**src/rtl/fpu_add_issue_if.sv**
```systemverilog
// Request, adder-side and response signals of the fpu_add_issue stage.
interface fpu_add_issue_if #(
  parameter int TAG_W = 4
);
  logic             req_valid;
  logic             req_ready;
  logic [31:0]      req_a;
  logic [31:0]      req_b;
  logic             req_sub;
  logic [TAG_W-1:0] req_tag;

  logic [31:0]      add_src_a;
  logic [31:0]      add_src_b;
  logic             add_subtract;
  logic [31:0]      add_dest;

  logic             rsp_valid;
  logic             rsp_ready;
  logic [31:0]      rsp_result;
  logic [TAG_W-1:0] rsp_tag;

  modport slave (
    input  req_valid, req_a, req_b, req_sub, req_tag, add_dest, rsp_ready,
    output req_ready, add_src_a, add_src_b, add_subtract, rsp_valid, rsp_result, rsp_tag
  );

  modport master (
    output req_valid, req_a, req_b, req_sub, req_tag, add_dest, rsp_ready,
    input  req_ready, add_src_a, add_src_b, add_subtract, rsp_valid, rsp_result, rsp_tag
  );
endinterface

```
**src/rtl/fpu_add_issue.sv**
```systemverilog
// Issue/retire wrapper for the 1-cycle registered FP adder: 3-cycle accept-to-response, credit-limited to DEPTH ops.
// Zero/denormal operands bypass the adder; FPU_ADD_SPECIALS_EN also bypasses inf/NaN operands.
module fpu_add_issue #(
  parameter int DEPTH = 4,
  parameter int TAG_W = 4
) (
  input logic           clk,
  input logic           rst_n,
  fpu_add_issue_if.slave io
);
  localparam int PW = (DEPTH > 1) ? $clog2(DEPTH) : 1;
  localparam int CW = $clog2(DEPTH) + 1;
  localparam logic [CW-1:0] DEPTH_C = CW'(DEPTH);

  logic [CW-1:0]    cnt_q, cnt_d, occ_q, occ_d;
  logic [PW-1:0]    wr_ptr_q, rd_ptr_q;
  logic [31:0]      res_mem_q [DEPTH];
  logic [TAG_W-1:0] tag_mem_q [DEPTH];

  logic             s1_valid_q, s1_byp_q, s2_valid_q, s2_byp_q;
  logic [TAG_W-1:0] s1_tag_q, s2_tag_q;
  logic [31:0]      s1_bval_q, s2_bval_q;
  logic [31:0]      src_a_q, src_b_q;
  logic             sub_q;

  logic        accept, pop, push;
  logic        a_zero, b_zero, byp_d;
  logic [31:0] b_adj, bval_d, wr_dat;

  assign io.req_ready    = (cnt_q < DEPTH_C);
  assign accept          = io.req_valid & io.req_ready;
  assign io.rsp_valid    = (occ_q != '0);
  assign pop             = io.rsp_valid & io.rsp_ready;
  assign push            = s2_valid_q;
  assign io.rsp_result   = res_mem_q[rd_ptr_q];
  assign io.rsp_tag      = tag_mem_q[rd_ptr_q];
  assign io.add_src_a    = src_a_q;
  assign io.add_src_b    = src_b_q;
  assign io.add_subtract = sub_q;
  assign wr_dat          = s2_byp_q ? s2_bval_q : io.add_dest;

  assign a_zero = (io.req_a[30:23] == 8'h00);
  assign b_zero = (io.req_b[30:23] == 8'h00);
  assign b_adj  = {io.req_b[31] ^ io.req_sub, io.req_b[30:0]};

`ifdef FPU_ADD_SPECIALS_EN
  logic a_max, b_max, a_nan, b_nan, a_inf, b_inf;
  assign a_max = (io.req_a[30:23] == 8'hFF);
  assign b_max = (io.req_b[30:23] == 8'hFF);
  assign a_nan = a_max & (io.req_a[22:0] != '0);
  assign b_nan = b_max & (io.req_b[22:0] != '0);
  assign a_inf = a_max & (io.req_a[22:0] == '0);
  assign b_inf = b_max & (io.req_b[22:0] == '0);
`endif

  // Bypass value is resolved at accept so the adder result is never needed for these ops.
  always_comb begin
    byp_d  = 1'b1;
    bval_d = '0;
    if (a_zero && b_zero) bval_d = '0;
    else if (a_zero)      bval_d = b_adj;
    else if (b_zero)      bval_d = io.req_a;
    else                  byp_d  = 1'b0;
`ifdef FPU_ADD_SPECIALS_EN
    if (a_nan || b_nan || (a_inf && b_inf && (io.req_a[31] != b_adj[31]))) begin
      byp_d  = 1'b1;
      bval_d = 32'h7FC0_0000;
    end else if (a_inf) begin
      byp_d  = 1'b1;
      bval_d = io.req_a;
    end else if (b_inf) begin
      byp_d  = 1'b1;
      bval_d = b_adj;
    end
`endif
  end

  always_comb begin
    cnt_d = cnt_q;
    if (accept && !pop)      cnt_d = cnt_q + CW'(1);
    else if (!accept && pop) cnt_d = cnt_q - CW'(1);
    occ_d = occ_q;
    if (push && !pop)        occ_d = occ_q + CW'(1);
    else if (!push && pop)   occ_d = occ_q - CW'(1);
  end

  always_ff @(posedge clk or negedge rst_n) begin
    if (!rst_n) begin
      cnt_q      <= '0;
      occ_q      <= '0;
      wr_ptr_q   <= '0;
      rd_ptr_q   <= '0;
      s1_valid_q <= 1'b0;
      s1_byp_q   <= 1'b0;
      s1_tag_q   <= '0;
      s1_bval_q  <= '0;
      s2_valid_q <= 1'b0;
      s2_byp_q   <= 1'b0;
      s2_tag_q   <= '0;
      s2_bval_q  <= '0;
      src_a_q    <= '0;
      src_b_q    <= '0;
      sub_q      <= 1'b0;
      for (int i = 0; i < DEPTH; i++) begin
        res_mem_q[i] <= '0;
        tag_mem_q[i] <= '0;
      end
    end else begin
      cnt_q      <= cnt_d;
      occ_q      <= occ_d;
      s1_valid_q <= accept;
      if (accept) begin
        src_a_q   <= io.req_a;
        src_b_q   <= io.req_b;
        sub_q     <= io.req_sub;
        s1_tag_q  <= io.req_tag;
        s1_byp_q  <= byp_d;
        s1_bval_q <= bval_d;
      end
      s2_valid_q <= s1_valid_q;
      s2_byp_q   <= s1_byp_q;
      s2_tag_q   <= s1_tag_q;
      s2_bval_q  <= s1_bval_q;
      if (push) begin
        res_mem_q[wr_ptr_q] <= wr_dat;
        tag_mem_q[wr_ptr_q] <= s2_tag_q;
        wr_ptr_q            <= wr_ptr_q + PW'(1);
      end
      if (pop) rd_ptr_q <= rd_ptr_q + PW'(1);
    end
  end

  // Credits reserve a slot for every in-flight op, so the adder never overruns the FIFO.
  assert property (@(posedge clk) disable iff (!rst_n) !(push && (occ_q == DEPTH_C)));
endmodule

```
**src/flat_wrapper.sv**
```systemverilog
// flat-port wrapper written by rule: the top's interface ports become plain ports
module fpu_add_issue_flat 
#(
  parameter int DEPTH = 4,
  parameter int TAG_W = 4
)
  (clk, rst_n, io_req_valid, io_req_a, io_req_b, io_req_sub, io_req_tag, io_add_dest, io_rsp_ready, io_req_ready, io_add_src_a, io_add_src_b, io_add_subtract, io_rsp_valid, io_rsp_result, io_rsp_tag);
  fpu_add_issue_if #(.TAG_W(TAG_W)) io_i ();
  input logic clk;
  input logic rst_n;
  input wire logic [$bits(io_i.req_valid)-1:0] io_req_valid;
  input wire logic [$bits(io_i.req_a)-1:0] io_req_a;
  input wire logic [$bits(io_i.req_b)-1:0] io_req_b;
  input wire logic [$bits(io_i.req_sub)-1:0] io_req_sub;
  input wire logic [$bits(io_i.req_tag)-1:0] io_req_tag;
  input wire logic [$bits(io_i.add_dest)-1:0] io_add_dest;
  input wire logic [$bits(io_i.rsp_ready)-1:0] io_rsp_ready;
  output wire logic [$bits(io_i.req_ready)-1:0] io_req_ready;
  output wire logic [$bits(io_i.add_src_a)-1:0] io_add_src_a;
  output wire logic [$bits(io_i.add_src_b)-1:0] io_add_src_b;
  output wire logic [$bits(io_i.add_subtract)-1:0] io_add_subtract;
  output wire logic [$bits(io_i.rsp_valid)-1:0] io_rsp_valid;
  output wire logic [$bits(io_i.rsp_result)-1:0] io_rsp_result;
  output wire logic [$bits(io_i.rsp_tag)-1:0] io_rsp_tag;
  assign io_i.req_valid = io_req_valid;
  assign io_i.req_a = io_req_a;
  assign io_i.req_b = io_req_b;
  assign io_i.req_sub = io_req_sub;
  assign io_i.req_tag = io_req_tag;
  assign io_i.add_dest = io_add_dest;
  assign io_i.rsp_ready = io_rsp_ready;
  assign io_req_ready = io_i.req_ready;
  assign io_add_src_a = io_i.add_src_a;
  assign io_add_src_b = io_i.add_src_b;
  assign io_add_subtract = io_i.add_subtract;
  assign io_rsp_valid = io_i.rsp_valid;
  assign io_rsp_result = io_i.rsp_result;
  assign io_rsp_tag = io_i.rsp_tag;
  fpu_add_issue #(.DEPTH(DEPTH), .TAG_W(TAG_W)) u_core (.clk(clk), .rst_n(rst_n), .io(io_i));
endmodule
```
**config.mk**
```make
export PLATFORM = sky130hd
export DESIGN_NAME = fpu_add_issue_flat
export DESIGN_NICKNAME = d
export VERILOG_FILES = /design/src/rtl/fpu_add_issue_if.sv /design/src/rtl/fpu_add_issue.sv /design/src/flat_wrapper.sv
export SDC_FILE = /design/constraint.sdc
export NUM_CORES = 1
export LEC_CHECK = 0
export CAP_MARGIN = 20
export CORE_AREA = 5 5 209 211
export CTS_BUF_LIST = sky130_fd_sc_hd__clkbuf_4 sky130_fd_sc_hd__clkbuf_8
export CTS_CLUSTER_SIZE = 25
export DETAILED_ROUTE_END_ITERATION = 6
export DIE_AREA = 0 0 214 216
export DONT_BUFFER_PORTS = 1
export PLACE_DENSITY_LB_ADDON = 0.3
export SYNTH_ARGS = -nofsm -noshare
export SYNTH_HDL_FRONTEND = slang
export SYNTH_SLANG_ARGS = --single-unit
```
**constraint.sdc**
```tcl
create_clock -name clk -period 2.45 [get_ports clk]
set_input_delay 0.245 -clock clk [delete_from_list [all_inputs] [get_ports clk]]
set_output_delay 0.245 -clock clk [all_outputs]
set_load 0.01 [all_outputs]
```
==> key figures, run 1 <==
Status
  – Status: complete, but fails checks
  – Failing checks: negative hold slack

Placed design
  – GP Congestion: 0.721
  – DPL Wire Length: 22900 microns
  – Cell count after placement: around 1500
  – Port bufs: 0
  – Dpl ws: 0.278 ns

Yosys
  – Mapped Area: ~12000 sq um
  – Async S/R FF share, synth: 1.00
  – Primary FF master, synth: dfrtp_1
  – Flops & latches, synth: 295
  – Synth top area share: 0.603
  – Proportion of synthesized area in mux cells: 0.109
  – Adder-cell share of the synthesized area: 0.00940
  – Main combinational cell family by area after synthesis: simple AND/OR/NAND/NOR gates
  – Synthesized Nets: around 1200
  – Synth Area in XOR/XNOR: 0.00715
  – Synth Area in Simple Gates: 0.123
  – Mean Syn Cell Area: 11.7 sq um
  – Count leader, synth: dfrtp_1
  – Sequential fraction of the synthesis area: 0.603
  – Warnings from Yosys: 0
  – Number of synthesized flops with an enable pin: 0
  – Top cells by area, synth: dfrtp_1, mux4_2, a21oi_1
  – Complex-gate fraction of the synthesized area: 0.119
  – Most frequent cells after synthesis: dfrtp_1, nand2_1, nor2_1
  – Post-synth top area cell: dfrtp_1
  – Yosys cell types: 34
  – Mapped Cells: 1049

Floorplan
  – Cell Rows: 75
  – I/O pins: between 200 and 250
  – Die W: 214 microns
  – Die Ht: around 220 microns
  – Die Area: 46200 sq um
  – Core area: 41600 sq um
  – Initial Utilization: 0.295

Route
  – Drt initial violations: 477
  – Vias: between 8000 and 9000
  – Pre-Repair DR Iteration Count: 5
  – Routed Antenna Nets: 0
  – Via density: 4.87
  – Routed wire per std cell: 20.2 microns
  – DRC viols: 0
  – Routed WL: about 35000 microns

STA
  – Fin crit period: roughly 2.4 ns
  – RSZ-0062 raised after global routing: no
  – Slew @ Worst Pin: ~0.70 ns
  – Fmax: 0.410 GHz
  – Final WS setup: 0.00837 ns
  – Final setup fails: 0
  – Final hold vios: between 200 and 300
  – Slew Viols, Final: 0
  – WHS: -0.634 ns
  – Setup TNS: 0 ns
  – Final period utilization: 0.997
  – Post-Route Skew: 0.0181 ns
  – Max-slew headroom: 0.536

CTS
  – Root Buffer: clkbuf_8
  – Post-CTS sizing: 0
  – CTS Buf Count: 52
  – H-tree levels: 2
  – Post-cts hold buffer count: 106
  – Clock transition at the registers of the reported paths: 0.06 ns
  – CTS Buffer Depth: 3
  – Later-pin clock latency in the skew report: 0.61 ns
  – TritonCTS clock tree: done
  – CTS Sinks: between 200 and 300
  – Setup bufs post-CTS: 0

Final layout
  – Non-filler cells, final: 1733
  – End-of-flow core utilization: 0.361
  – Area of the multi-input gates: between 4000 and 5000 sq um
  – Ratio of cells with drive above 1 in the final layout: 0.165
  – Area Overhead vs Synth: 22.6%
  – FILL cells: 4083
  – Nets: 1266
  – Register Area: approximately 7400 sq um

Critical path
  – Crit start category: input port
  – Critical path type: in2reg
  – Critical path arrival: 2.99 ns
  – Worst Path Max Fanout: 27
  – Worst EP required: 3.00 ns
  – Worst Setup End Kind: register

Power and ir drop
  – Power per cell area: 1240 nW/um^2
  – Worst VDD drop: 0.597 mV
  – Pleak: 6.67 nW

Min path
  – HP Class: in2async

GRT
  – Largest net degree at the start of global routing: 296
  – Vias in the first global route: 8946
  – Gr usage total: 0.152
  – GR Overflow Total: 0
  – First-pass GRT wire length: around 55000 microns
  – Initial antenna violation count: 3

Job
  – Max cap viols: 0
==> layout make-up <==
class                   count  share of cell area
diodes                      4            0.000667
clock inverters             7             0.00267
clock buffers              84              0.0691
multi-input cells         667               0.301
repair buffers            131              0.0878
flip-flops and latches    295               0.492
inverters                   6             0.00150
well taps                 539              0.0449
==> worst max-delay path, stage by stage <==
cell and delay (ns):
dlygate4sd3_1 0.58, nor4_2 0.27, dlygate4sd3_1 0.58, buf_4 0.20
o211ai_4 0.09, buf_4 0.27, o211ai_2 0.19, dlygate4sd3_1 0.56
==> where the power goes <==
| group | switching (mW) | leakage (nW) | internal (mW) | total, mW |
|---|---|---|---|---|
| combinational | 3.04 | 2.54 | 2.59 | 5.63 |
| clock | 2.05 | 0.575 | 2.66 | 4.71 |
| sequential | 1.48 | 3.55 | 6.74 | 8.23 |
==> metal layers <==
layer | vias up | part of all wire | wire, microns | GRT usage
li1 | 3894 | - | - | -
met4 | 0 | 0.022 | 784 | 0.0404
met1 | 4228 | 0.45 | 15900 | 0.210
met5 | - | 0 | 0 | 0
met2 | 243 | 0.46 | 16100 | 0.236
met3 | 70 | 0.063 | 2190 | 0.0443
==> cell usage in the layout, fill, tap and decap left out, types with 19 or more instances in the layout <==
master | Yosys | layout
clkbuf_8 | 0 | 65
buf_4 | 0 | 19
nor2_1 | 132 | 132
o211ai_1 | 22 | 22
and3b_1 | 23 | 23
a21o_1 | 23 | 23
dlygate4sd3_1 | 0 | 106
a21oi_1 | 128 | 128
clkbuf_4 | 0 | 19
o2111ai_1 | 25 | 25
dfrtp_1 | 295 | 292
mux4_2 | 36 | 36
nand2_1 | 165 | 165
mux2i_1 | 32 | 32
==> through the flow <==
| stage | instance area (sq um) | power (mW) |
|---|---|---|
| finish | 15000 | 18.6 |
| global route | 15000 | 19.9 |
| CTS | 15000 | 18.9 |
| detailed placement | 12800 | 13.9 |
| global placement | 12800 | 13.7 |
| floorplan | 12200 | 12.2 |
==> flip-flops by register name, indices dropped and copies added, names as in the netlist, 3 cells and up <==
register / cells
u_core.s2_tag_q: 4
u_core.tag_mem_q: 16
u_core.cnt_q: 3
u_core.occ_q: 3
u_core.s2_bval_q: 32
u_core.s1_bval_q: 32
u_core.io.add_src_a: 32
u_core.io.add_src_b: 32
u_core.s1_tag_q: 4
u_core.res_mem_q: 128
==> cells by family (layout without fill, tap and decap cells) <==
family | count (synthesis) | in the layout
and+or+nand+nor | 343 | 343
DFF | 295 | 295
AOI/OAI and AO/OA | 220 | 220
buffers and inverters | 87 | 228
muxes | 86 | 86
xor gates and xnor gates | 10 | 10
adders and majority gates | 8 | 8
other | 0 | 4
==> path summary, 6_finish.rpt <==
check | slack, ns | end | startpoint | cells after the start
hold reg to reg | 0.35 | u_core.push$_DFF_PN0_ | u_core.s1_valid_q$_DFF_PN0_ | 0
setup reg to reg | 0.28 | u_core.occ_q[2]$_DFFE_PN0P_ | u_core.occ_q[0]$_DFFE_PN0P_ | 8
min in group clk | 0.04 | u_core.res_mem_q[117]$_DFFE_PN0P_ | io_add_dest[21] | 2
setup / recovery | 0.008 | u_core.s1_bval_q[18]$_DFFE_PN0P_ | io_req_a[24] | 8
hold / removal | -0.63 | u_core.io.add_src_b[2]$_DFFE_PN0P_ | rst_n | 0
max in group asynchronous | 2.52 | u_core.res_mem_q[83]$_DFFE_PN0P_ | rst_n | 0
Note: power is estimated with default switching activity, not from simulation.
==> inputs of run 2 (changes only) <==
--- a/config.mk
+++ b/config.mk
@@ -12,7 +12,9 @@
 export DETAILED_ROUTE_END_ITERATION = 6
 export DIE_AREA = 0 0 214 216
 export DONT_BUFFER_PORTS = 1
+export GPL_ROUTABILITY_DRIVEN = 0
 export PLACE_DENSITY_LB_ADDON = 0.3
+export SETUP_SLACK_MARGIN = 0.05
 export SYNTH_ARGS = -nofsm -noshare
 export SYNTH_HDL_FRONTEND = slang
 export SYNTH_SLANG_ARGS = --single-unit
==> run 2 against run 1 <==
  * The flow still finishes with violations (negative hold slack)
  * Worst setup slack improved by 0.076 ns
  * Total power hardly changed
  * Clock power barely moved
  * Register-to-register slack about the same
  * Sequential share of layout area barely moved
  * Via count about the same
  * Utilization about the same
==> key figures, run 2 (synthesized netlist as in run 1, its figures left out) <==
STA
  – Slew @ Worst Pin: 0.701 ns
  – Final setup fails: 0
  – Slew Viols, Final: 0
  – WHS: -0.633 ns
  – Final WS setup: 0.0847 ns
  – Final period utilization: 0.965
  – Max-slew headroom: 0.533
  – RSZ-0062 raised after global routing: no
  – Setup TNS: 0 ns
  – Fmax: 0.423 GHz
  – Fin crit period: between 2 and 2.5 ns
  – Post-Route Skew: 0.0183 ns
  – Final hold vios: between 200 and 300

CTS
  – Post-cts hold buffer count: 106
  – Clock transition at the registers of the reported paths: approximately 0.060 ns
  – Setup bufs post-CTS: 0
  – TritonCTS clock tree: done
  – CTS Buffer Depth: 3
  – CTS Sinks: about 300
  – CTS Buf Count: 52
  – Root Buffer: clkbuf_8
  – H-tree levels: 2
  – Later-pin clock latency in the skew report: 0.61 ns

Power and ir drop
  – Int Pwr: 12.0 mW
  – Net Sw Power: approximately 6.6 mW
  – Gate power share: 0.303
  – Power per cell area: ~1200 nW/um^2
  – Clock share of power: 0.253
  – Flop pwr share: 0.443
  – Worst VDD drop: 0.598 mV
  – Total power: 18.6 mW
  – Switching Fraction: 0.354
  – Pleak: 6.67 nW

Floorplan
  – Die Area: 46200 sq um
  – Die Ht: 216 microns
  – Cell Rows: 75
  – I/O pins: between 200 and 250
  – Initial Utilization: 0.295
  – Core area: 41600 sq um
  – Die W: around 210 microns

Route
  – DRC viols: 0
  – Routed wire per std cell: 20.2 microns
  – Pre-Repair DR Iteration Count: 5
  – Routed Antenna Nets: 0
  – Via density: just under 5
  – Drt initial violations: about 510
  – Vias: ~8400
  – Routed WL: 35000 microns

Final layout
  – Area Overhead vs Synth: 22.6%
  – Max FFs per register: ~130
  – End-of-flow core utilization: 0.361
  – Largest Register: u_core.res_mem_q
  – Post-route cell area: 15000 sq um
  – Most common cell after layout, fill and taps aside: dfrtp_1
  – Nets: between 1000 and 1500
  – FILL cells: 4081
  – Commonest non-fill, non-tap cells in the layout: dfrtp_1, nand2_1, nor2_1
  – Ratio of cells with drive above 1 in the final layout: 0.165

Placed design
  – Dpl ws: 0.278 ns
  – Port bufs: 0
  – DPL Wire Length: roughly 23000 microns
  – Dpl cell area: between 10000 and 15000 sq um

GRT
  – First-pass GRT wire length: 55100 microns
  – Vias in the first global route: between 8000 and 9000
  – GR Overflow Total: 0
  – Largest net degree at the start of global routing: between 200 and 300
  – Gr usage total: 0.152
  – Initial antenna violation count: 3

Min path
  – HP Class: in2async

Critical path
  – Crit start category: input port
  – CP max stage delay: 0.58 ns
  – CP max stage cell: dlygate4sd3_1
  – Worst Path Max Fanout: 27
  – CP cell instances: dlygate4sd3_1, nor4_2, dlygate4sd3_1, buf_4, o211ai_4, buf_6, o211ai_2, dlygate4sd3_1
  – Worst reg-to-reg path cell count: 8
  – Critical path arrival: 2.91 ns
  – Worst EP required: ~3 ns
  – Critical path type: in2reg
  – Worst Setup End Kind: register
  – Crit path top cell by count: dlygate4sd3_1

Status
  – Failing checks: negative hold slack
  – Status: complete, but fails checks

Job
  – Max cap viols: 0
run 2: metrics by stage:
| stage | hold WS, ns | cells |
|---|---|---|
| after floorplan | -0.0506 | 1049 |
| after global placement | -0.0348 | 1531 |
| after detailed placement | -0.0319 | 1531 |
| after CTS | -0.718 | 1728 |
| after global routing | -0.708 | 1732 |
| final | -0.633 | 1733 |
run 2: critical path, delay by kind of cell:
kind	cells	cell delay, ns
AO/OA/AOI/OAI	2	0.26
buffers and inverters	5	2.13
AND/OR/NAND/NOR	1	0.27
run 2: power groups by stage:
stage / sequential, mW / clock (mW) / combinational [mW]
2_1_floorplan: 7.79 / 0 / 4.39
3_3_place_gp: 8.26 / 0 / 5.45
3_5_place_dp: 8.31 / 0 / 5.59
4_1_cts: 8.25 / 4.90 / 5.76
5_1_grt: 8.47 / 5.13 / 6.28
6_report: 8.23 / 4.71 / 5.63
run 2: cell type report:
type	instances	area (sq um)	share of cell area
Clock buffer	84	1040	0.0691
Clock inverter	7	40.0	0.00267
Multi-Input combinational cell	667	4520	0.301
Sequential cell	295	7390	0.492
Inverter	6	22.5	0.00150
Timing Repair Buffer	131	1320	0.0881
Tap cell	539	674	0.0449
Antenna cell	4	10.0	0.000667
run 2: repair_timing:
item / CTS / global route
endpoints found under the hold margin: 518 / 295
endpoints found under the setup margin: 0 / 1
gates resized for setup: 0 / 1
run 2: metal layers:
layer | global-route usage | vias to the layer above | part of all wire
li1 | - | 3897 | -
met1 | 0.210 | 4217 | 0.45
met2 | 0.236 | 246 | 0.46
met3 | 0.0443 | 70 | 0.065
met4 | 0.0404 | 0 | 0.022
met5 | 0 | - | 0
run 2: worst paths after layout:
kind	end	startpoint	slack, ns
min reg2reg	u_core.push$_DFF_PN0_	u_core.s1_valid_q$_DFF_PN0_	0.35
min in group clk	u_core.res_mem_q[117]$_DFFE_PN0P_	io_add_dest[21]	0.04
max	u_core.s1_bval_q[18]$_DFFE_PN0P_	io_req_a[24]	0.08
max in group asynchronous	u_core.res_mem_q[83]$_DFFE_PN0P_	rst_n	2.52
min	u_core.io.add_src_b[2]$_DFFE_PN0P_	rst_n	-0.63
max reg2reg	u_core.occ_q[2]$_DFFE_PN0P_	u_core.occ_q[0]$_DFFE_PN0P_	0.29
==> inputs of run 3 (changes only) <==
--- a/config.mk
+++ b/config.mk
@@ -5,7 +5,7 @@
 export SDC_FILE = /design/constraint.sdc
 export NUM_CORES = 1
 export LEC_CHECK = 0
-export CAP_MARGIN = 20
+export CAP_MARGIN = 10
 export CORE_AREA = 5 5 209 211
 export CTS_BUF_LIST = sky130_fd_sc_hd__clkbuf_4 sky130_fd_sc_hd__clkbuf_8
 export CTS_CLUSTER_SIZE = 25
==> constraint.sdc (replaced) <==
create_clock -name clk -period 2.2 [get_ports clk]
set_input_delay 0.22 -clock clk [delete_from_list [all_inputs] [get_ports clk]]
set_output_delay 0.22 -clock clk [all_outputs]
set_load 0.01 [all_outputs]
==> run 3 against run 2 <==
  * The run still ends with negative hold slack left
  * Routed wire length increased by 0.80%
  * Global-route usage decreased by 0.29 points
  * Flip-flop and latch count unchanged
  * Final area increased by 1.1%
  * Clock power up 11%
  * Sequential power is 9.7% higher
  * Worst hold slack gained 0.0013 ns
  * Combinational power is 20% higher
  * Count of clock-buffer cells in the layout grew 4
  * Highest routed layer unchanged
==> key figures, run 3 (synthesized netlist as in run 1, its figures left out) <==
Final layout
  – Ratio of cells with drive above 1 in the final layout: 0.176
  – Area Overhead vs Synth: 24.0%
  – End-of-flow core utilization: 0.365
  – Area of the multi-input gates: 4540 sq um
  – Register Area: 7390 sq um
  – Nets: about 1300
  – Largest Register: u_core.res_mem_q
  – FILL cells: 4061
  – ANT cells: 0
  – Commonest non-fill, non-tap cells in the layout: dfrtp_1, nand2_1, nor2_1
  – Max FFs per register: between 100 and 150
  – Most common cell after layout, fill and taps aside: dfrtp_1

Critical path
  – CP max stage delay: 0.58 ns
  – CP max stage cell: mux4_2
  – Worst EP required: roughly 2.0 ns
  – Critical path's top delay family: multiplexers
  – Crit start category: register
  – Worst Path Max Fanout: 6
  – Worst Setup End Kind: output pin
  – Critical path arrival: 1.86 ns
  – CP cell instances: buf_12, clkbuf_16, mux4_2
  – R2R setup slack: 0.13 ns
  – Critical path type: reg2out
  – CP bufs+invs: 2

Route
  – Via density: a little under 5
  – Pre-Repair DR Iteration Count: 5
  – Routed WL: 35300 microns
  – Routed Antenna Nets: 0
  – DRC viols: 0
  – Routed wire per std cell: 20.3 microns
  – Vias: between 8000 and 9000
  – Drt initial violations: 491

Placed design
  – DPL Wire Length: 22500 microns
  – Port bufs: 0
  – Dpl ws: 0.0533 ns

CTS
  – Post-cts hold buffer count: ~110
  – Root Buffer: clkbuf_8
  – CTS Buffer Depth: 3
  – CTS Sinks: 295
  – Clock transition at the registers of the reported paths: about 0.060 ns
  – Later-pin clock latency in the skew report: 0.58 ns
  – H-tree levels: 2
  – CTS Buf Count: 51
  – TritonCTS clock tree: done

GRT
  – Largest net degree at the start of global routing: 296
  – Vias in the first global route: between 9000 and 10000
  – Initial antenna violation count: 0
  – GR Overflow Total: 0
  – Gr usage total: 0.149
  – First-pass GRT wire length: around 55000 microns

Floorplan
  – Die W: 214 microns
  – Die Area: roughly 46000 sq um
  – I/O pins: 208
  – Die Ht: 216 microns
  – Initial Utilization: 0.295
  – Cell Rows: 75
  – Core area: slightly above 40000 sq um

Power and ir drop
  – Pleak: slightly below 7 nW
  – Power per cell area: 1380 nW/um^2
  – Worst VDD drop: ~0.60 mV

STA
  – Slew @ Worst Pin: between 0.5 and 0.6 ns
  – WHS: -0.631 ns
  – Final period utilization: 0.946
  – Fin crit period: 2.08 ns
  – Final setup fails: 0
  – Post-Route Skew: about 0.02 ns
  – Final hold vios: about 300
  – RSZ-0062 raised after global routing: yes
  – Setup TNS: 0 ns
  – Slew Viols, Final: 0
  – Max-slew headroom: 0.613
  – Final WS setup: 0.118 ns
  – Fmax: between 0.4 and 0.5 GHz

Job
  – Max cap viols: 0

Status
  – Status: complete, but fails checks
  – Failing checks: negative hold slack

Min path
  – HP Class: in2async
[run 3: final cells by class]
class / count / area share
timing repair buffer: 139 / 0.0965
sequential: 295 / 0.486
inverter: 6 / 0.00148
multi-input combinational: 667 / 0.299
clock buffer: 88 / 0.0691
tap: 539 / 0.0444
clock inverter: 7 / 0.00297
[run 3: routing by layer]
layer / vias to the layer above / share of wire / GRT usage
li1: 3900 / - / -
met1: 4238 / 0.46 / 0.205
met2: 210 / 0.47 / 0.237
met3: 61 / 0.057 / 0.0380
met4: 0 / 0.021 / 0.0384
met5: - / 0 / 0
[run 3: where the power goes]
group	switching [mW]	internal, mW
Combinational	3.64	3.10
Clock	2.23	2.99
Sequential	1.52	7.51
[run 3: worst reg2reg max path, cell delays in order (launching register included)]
cell and delay (ns):
dfrtp_1 0.38, or3_4 0.41, nand2_4 0.09, ha_2 0.19, inv_1 0.06, fa_1 0.43, xor2_1 0.17, nor2_1 0.14
xnor2_1 0.13
[run 3: through the flow]
step | instances | total power, mW | cell area (sq um) | hold slack, ns
finish | 1741 | 21.0 | 15200 | -0.631
detailed placement | 1533 | 15.5 | 12900 | -0.0576
CTS | 1736 | 21.1 | 15100 | -0.706
floorplan | 1049 | 13.6 | 12200 | -0.0756
global placement | 1533 | 15.3 | 12900 | -0.0600
global route | 1741 | 22.5 | 15200 | -0.698
[run 3: repair_timing]
item / CTS / global route
setup endpoints to repair: 12 / 38
resized for setup: 1 / 7
endpoints found under the hold margin: 523 / 295
pin swaps: 0 / 2
buffers inserted: 0 / 2
cloned: 0 / 3
[run 3: final timing paths]
| path | start | to | cells after the start |
|---|---|---|---|
| max in group asynchronous | rst_n | u_core.s1_bval_q[18]$_DFFE_PN0P_ | 0 |
| hold / removal | rst_n | u_core.s1_bval_q[1]$_DFFE_PN0P_ | 0 |
| min in group clk | io_add_dest[31] | u_core.res_mem_q[95]$_DFFE_PN0P_ | 2 |
| hold reg to reg | u_core.s1_valid_q$_DFF_PN0_ | u_core.push$_DFF_PN0_ | 0 |
| setup reg to reg | u_core.occ_q[0]$_DFFE_PN0P_ | u_core.cnt_q[2]$_DFFE_PN0P_ | 8 |
| setup / recovery | u_core.rd_ptr_q[0]$_DFFE_PN0P_ | io_rsp_result[31] | 3 |
